<file path="src/rtl/inst_prefetch_unit.sv">
// Instruction prefetch front end: owns the fetch PC, issues in-order memory
// requests under a credit limit, buffers returned words with their PC in a
// small FIFO for decode, and flushes/drops in-flight work on a redirect.
//
// state | meaning
// ------+-------------------------------------------------------------
// IDLE  | waiting for i_start; redirects only reload the PCs
// RUN   | fetching; left only by reset
module inst_prefetch_unit #(
    parameter int                 XLEN     = 32,
    parameter int                 ADDR_W   = 32,
    parameter int                 DEPTH    = 4,
    parameter int                 PC_STEP  = 1,
    parameter logic [ADDR_W-1:0]  RESET_PC = '0
) (
    input  logic                       i_clk,
    input  logic                       i_rst_n,
    input  logic                       i_start,
    input  logic                       i_redirect,
    input  logic [ADDR_W-1:0]          i_redirect_pc,
    output logic                       o_req_valid,
    output logic [ADDR_W-1:0]          o_req_addr,
    input  logic                       i_req_ready,
    input  logic                       i_rsp_valid,
    input  logic [XLEN-1:0]            i_rsp_data,
    output logic                       o_inst_valid,
    output logic [XLEN-1:0]            o_inst_data,
    output logic [ADDR_W-1:0]          o_inst_pc,
    input  logic                       i_inst_ready,
    output logic [$clog2(DEPTH):0]     o_count,
    output logic                       o_rsp_err
);

    localparam int PW = $clog2(DEPTH);
    localparam int CW = PW + 1;
    localparam logic [ADDR_W-1:0] STEP = ADDR_W'(PC_STEP);

    typedef enum logic {
        S_IDLE = 1'b0,
        S_RUN  = 1'b1
    } state_t;

    state_t            state_q, state_d;
    logic [ADDR_W-1:0] fetch_pc_q, fetch_pc_d;
    logic [ADDR_W-1:0] resp_pc_q, resp_pc_d;
    logic [PW-1:0]     wr_ptr_q, wr_ptr_d;
    logic [PW-1:0]     rd_ptr_q, rd_ptr_d;
    logic [CW-1:0]     count_q, count_d;
    logic [CW-1:0]     outst_q, outst_d;
    logic [CW-1:0]     drop_q, drop_d;
    logic              rsp_err_q, rsp_err_d;
    logic [XLEN-1:0]   slot_data_q [DEPTH];
    logic [XLEN-1:0]   slot_data_d [DEPTH];
    logic [ADDR_W-1:0] slot_pc_q   [DEPTH];
    logic [ADDR_W-1:0] slot_pc_d   [DEPTH];

    logic              rsp_ok;
    logic              req_fire;
    logic              push;
    logic              pop;
    logic [CW:0]       credit_used;

    // Queued words plus requests in flight must never exceed the queue size,
    // so every response (even ones later dropped) has a slot reserved.
    assign credit_used  = (CW+1)'(count_q) + (CW+1)'(outst_q);
    assign o_req_valid  = (state_q == S_RUN) && !i_redirect && (credit_used < (CW+1)'(DEPTH));
    assign o_req_addr   = fetch_pc_q;
    assign req_fire     = o_req_valid && i_req_ready;

    assign rsp_ok       = i_rsp_valid && (outst_q != '0);
    assign push         = rsp_ok && (drop_q == '0) && !i_redirect;

    assign o_inst_valid = (count_q != '0);
    assign o_inst_data  = o_inst_valid ? slot_data_q[rd_ptr_q] : '0;
    assign o_inst_pc    = o_inst_valid ? slot_pc_q[rd_ptr_q]   : '0;
    assign pop          = o_inst_valid && i_inst_ready && !i_redirect;
    assign o_count      = count_q;
    assign o_rsp_err    = rsp_err_q;

    // Next-state for FSM, PCs, queue pointers and in-flight bookkeeping.
    always_comb begin
        state_d     = state_q;
        fetch_pc_d  = fetch_pc_q;
        resp_pc_d   = resp_pc_q;
        wr_ptr_d    = wr_ptr_q;
        rd_ptr_d    = rd_ptr_q;
        count_d     = count_q;
        outst_d     = outst_q;
        drop_d      = drop_q;
        rsp_err_d   = rsp_err_q;
        slot_data_d = slot_data_q;
        slot_pc_d   = slot_pc_q;

        if (state_q == S_IDLE && i_start) begin
            state_d = S_RUN;
        end

        if (i_rsp_valid && !rsp_ok) begin
            rsp_err_d = 1'b1;
        end

        if (i_redirect) begin
            // Everything still in flight after this cycle belongs to the old
            // stream; a response landing this cycle is already discarded.
            fetch_pc_d = i_redirect_pc;
            resp_pc_d  = i_redirect_pc;
            rd_ptr_d   = wr_ptr_q;
            count_d    = '0;
            outst_d    = outst_q - CW'(rsp_ok);
            drop_d     = outst_q - CW'(rsp_ok);
        end else begin
            if (req_fire) begin
                fetch_pc_d = fetch_pc_q + STEP;
            end
            outst_d = outst_q + CW'(req_fire) - CW'(rsp_ok);
            if (rsp_ok && (drop_q != '0)) begin
                drop_d = drop_q - 1'b1;
            end
            if (push) begin
                slot_data_d[wr_ptr_q] = i_rsp_data;
                slot_pc_d[wr_ptr_q]   = resp_pc_q;
                wr_ptr_d              = wr_ptr_q + 1'b1;
                resp_pc_d             = resp_pc_q + STEP;
            end
            if (pop) begin
                rd_ptr_d = rd_ptr_q + 1'b1;
            end
            count_d = count_q + CW'(push) - CW'(pop);
        end
    end

    // Control state register with synchronous active-low reset.
    always_ff @(posedge i_clk) begin
        if (!i_rst_n) begin
            state_q    <= S_IDLE;
            fetch_pc_q <= RESET_PC;
            resp_pc_q  <= RESET_PC;
            wr_ptr_q   <= '0;
            rd_ptr_q   <= '0;
            count_q    <= '0;
            outst_q    <= '0;
            drop_q     <= '0;
            rsp_err_q  <= 1'b0;
        end else begin
            state_q    <= state_d;
            fetch_pc_q <= fetch_pc_d;
            resp_pc_q  <= resp_pc_d;
            wr_ptr_q   <= wr_ptr_d;
            rd_ptr_q   <= rd_ptr_d;
            count_q    <= count_d;
            outst_q    <= outst_d;
            drop_q     <= drop_d;
            rsp_err_q  <= rsp_err_d;
        end
    end

    // Queue storage; contents are masked at the outputs while empty, so no reset.
    always_ff @(posedge i_clk) begin
        slot_data_q <= slot_data_d;
        slot_pc_q   <= slot_pc_d;
    end

endmodule

</file>
<file path="config.mk">
export PLATFORM = sky130hd
export DESIGN_NAME = inst_prefetch_unit
export DESIGN_NICKNAME = d
export VERILOG_FILES = /design/src/rtl/inst_prefetch_unit.sv
export SDC_FILE = /design/constraint.sdc
export NUM_CORES = 1
export LEC_CHECK = 0
export CAP_MARGIN = 0
export CORE_MARGIN = 3
export CORE_UTILIZATION = 25
export CTS_BUF_LIST = sky130_fd_sc_hd__clkbuf_4
export DETAILED_ROUTE_END_ITERATION = 6
export SLEW_MARGIN = 25
export SYNTH_ARGS = -nofsm -noshare
export SYNTH_HDL_FRONTEND = slang
export SYNTH_SLANG_ARGS = --single-unit
export TNS_END_PERCENT = 30
</file>
<file path="constraint.sdc">
create_clock -name i_clk -period 4.6 [get_ports i_clk]
set_input_delay 0.69 -clock i_clk [delete_from_list [all_inputs] [get_ports i_clk]]
set_output_delay 0.69 -clock i_clk [all_outputs]
set_load 0.01 [all_outputs]
</file>
==> metrics.yaml <==
status: "completed"
post_cts_resized: 0
critPathKind: "reg -> out"
synth_edf_count: 256
seq_area_frac_synth_pct: 65.81
whs_endpoint: "o_rsp_err"
clock_skew_ns: 0.05139
final_nets: 1276
grt_pass1_wl_um: 55730
grt_pass1_vias: 9462
clock_sinks: 335
final_area_um2: 17970
fp.dieArea_um2: 59220
synth_top_family_by_area: "simple AND/OR/NAND/NOR gates"
numPortBuffers: 172
p_per_area_nw_per_um2: 400.9
drv_cap: 0
reg2reg_to: "outst_q[2]"
fin_util_pct: 32.42
fin_crit_sh_pct: 83.45
fin_tns_setup_ns: 0
fp.dieW_um: 243.4
placed_cells: 1843
whs_ns: 0.4920
crit_path_end_kind: "output port"
netlist-cell-type-count: 57
synth_cells: 956
detail-route-antenna-nets: 0
core_um2: 55420
start_kind: "flop"
async_flop_share_pct: 0
stdcell_count: 2012
synth-simple-area-share_pct: 11.16
setup-violations-final: 0
placed_area_um2: 16740
clkLatencyLatePin_ns: 0.79
overflow: 0
rows: 86
cts_setup_buffers: 0
path_clk_slew_ns: 0.06
grtUsageTotal_pct: 12.24
fmax_ghz: 0.2605
worstPathArrival_ns: 3.15
hold_path.class: "reg -> reg"
vdd_drop_max_v: 0.0001503
min_path_cells: 2
remaining_drc_errors: 0
drt_wl_total_um: 36060
synth_mux_area_share_pct: 10.52
clk_path_buf_depth: 3
cp.required_ns: 3.91
grt_max_degree: 59
cp_max_fo: 23
hp-start: "o_rsp_err"
grt_setup_unrepaired: "no"
syn_area_um2: 14080
ioPinCount: 173
worst_pin_slew_ns: 0.9586
dp_hpwl_um: 23720
syn_nets: 1045
first_pass_iters: 5
vias: 9094
timing.rr.start: "outst_q[2]"
drtIter0Drc: 525
synthXorXnorAreaFrac_pct: 2.860
slew_headroom_pct: 35.90
ys_ff_latch: 335
drv_slew: 0
fin_crit_ns: 3.838
synth_fa_ha_area_share_pct: 1.706
p_leak_nw: 5.878
reg2reg_depth: 12
finalHoldViolations: 0
syn_area_per_cell_um2: 14.73
fp.dieH_um: 243.4
drive_above_1_share_pct: 20.30
cts-hold-fix-buffers: 0
cts_buffers: 90
wire_per_inst_um: 17.92
cts-root-buf: "clkbuf_4"
antenna_found_initial: 5
synth_compound_area_share_pct: 5.792
vias_per_cell: 4.520
ys_warn_count: 0
cts_tree: "built"
initial_core_util_pct: 25.42
syn2layout_area_growth_pct: 27.56
reg2reg_slack_ns: 1.47
ys.flop_type: "edfxtp_1"
place_congestion: 0.7874
htreeDepth: 3
## registers in the layout, summed over array words and instances (netlist names)
register,cells
drop_q,3
o_count,3
o_req_addr,32
o_rsp_err,1
outst_q,3
rd_ptr_q,2
resp_pc_q,32
slot_data_q,128
slot_pc_q,128
state_q,1
wr_ptr_q,2
## how the worst max path moves through the flow
stage                      from              end  slack (ns)
detailed placement   i_redirect       outst_q[2]        0.90
finish              rd_ptr_q[0]  o_inst_data[18]        0.76
global route        rd_ptr_q[0]  o_inst_data[31]        0.40
CTS                 rd_ptr_q[0]  o_inst_data[26]        0.55
global placement     i_redirect       outst_q[2]        0.91
floorplan            i_redirect   slot_data_q[0]        1.24
## cells in the mapped netlist (2+ instances only)
cell type,count,area (um2)
nand4_4,2,42.54
a32oi_1,3,26.28
nor4_2,2,25.02
nand3_1,26,130.1
o22ai_1,3,18.77
o31a_1,3,26.28
and4_1,6,52.55
mux2i_1,4,40.04
o311ai_0,4,35.03
buf_1,4,15.01
a31oi_1,8,50.05
and2_1,75,469.2
o21ai_0,45,225.2
a21boi_0,2,15.01
nand2_1,45,168.9
and3_1,13,81.33
nand4_1,31,193.9
nand2_2,2,12.51
o311a_1,2,20.02
nor2_1,33,123.9
a21oi_1,51,255.2
xnor2_1,15,131.4
xor2_1,31,271.5
buf_2,12,60.06
nor3b_1,2,15.01
inv_1,22,82.58
fa_1,2,40.04
edfxtp_1,256,7687
nor4_1,7,43.79
a211oi_1,6,45.04
dfxtp_1,79,1582
clkbuf_1,36,135.1
nor3_1,13,65.06
mux4_2,64,1441
nand2b_1,5,31.28
ha_1,16,200.2
nor3_2,3,30.03
or3_1,4,25.02
## layout by cell type, fill, tap and decap left out, types with 3 or more instances in the layout
master / instances
edfxtp_1: 256
clkdlybuf4s50_1: 172
clkbuf_4: 139
dfxtp_1: 77
and2_1: 71
mux4_2: 64
a21oi_1: 51
nand2_1: 45
o21ai_0: 45
nor2_1: 33
nand4_1: 31
xor2_1: 31
nand3_1: 26
inv_1: 21
ha_1: 16
clkinv_1: 16
buf_4: 16
xnor2_1: 15
nor3_1: 13
and3_1: 13
a31oi_1: 8
nor4_1: 7
and4_1: 6
a211oi_1: 6
inv_2: 5
nand2b_1: 5
and2_4: 4
o311ai_0: 4
mux2i_1: 4
buf_12: 4
diode_2: 3
or3_1: 3
o31a_1: 3
a32oi_1: 3
o22ai_1: 3
nor3_2: 3
clkinv_2: 3
## stage by stage
step | worst slack (ns) | power (mW)
finish | 0.7615 | 7.202
floorplan | 1.236 | 4.124
global placement | 0.9087 | 4.542
detailed placement | 0.9030 | 4.559
global route | 0.4043 | 7.616
CTS | 0.5469 | 7.349
## final cells by class
| cell class | instances | area [um2] |
|---|---|---|
| antenna | 3 | 7.507 |
| tap | 748 | 935.9 |
| clock inverter | 27 | 171.4 |
| sequential | 335 | 9276 |
| timing repair buffer | 192 | 1922 |
| multi-input combinational | 545 | 4523 |
| fill | 5507 | 37450 |
| clock buffer | 139 | 1044 |
| inverter | 23 | 86.33 |
## critical path: stages, from the launching register on
cell and delay (ns):
dfxtp_4 0.68, buf_4 0.48, mux4_2 0.57, and2_1 0.17, clkdlybuf4s50_1 0.47
## metal layers
metal  vias up  part of all wire, %  GRT usage [%]
met2       307                   45          18.94
li1       4221                    -              -
met3        66                  6.9          3.709
met4         0                  2.3          4.271
met1      4500                   45          16.31
met5         -                    0              0
## cells by family (layout without fill, tap and decap cells)
kind of cell	Yosys count	after routing
adder cells (fa/ha/maj)	18	18
other	0	3
buffers and inverters	76	381
multiplexers	68	68
flip-flops	335	335
AND/OR/NAND/NOR	275	275
XOR/XNOR	46	46
AO/OA/AOI/OAI	138	138
## power breakdown
part	internal, mW	leakage, nW	switching, mW
Sequential	3.43	2.98	0.143
Combinational	0.451	2.17	0.453
Clock	1.49	0.726	1.23
No activity file was read; power rests on OpenSTA's default activity.
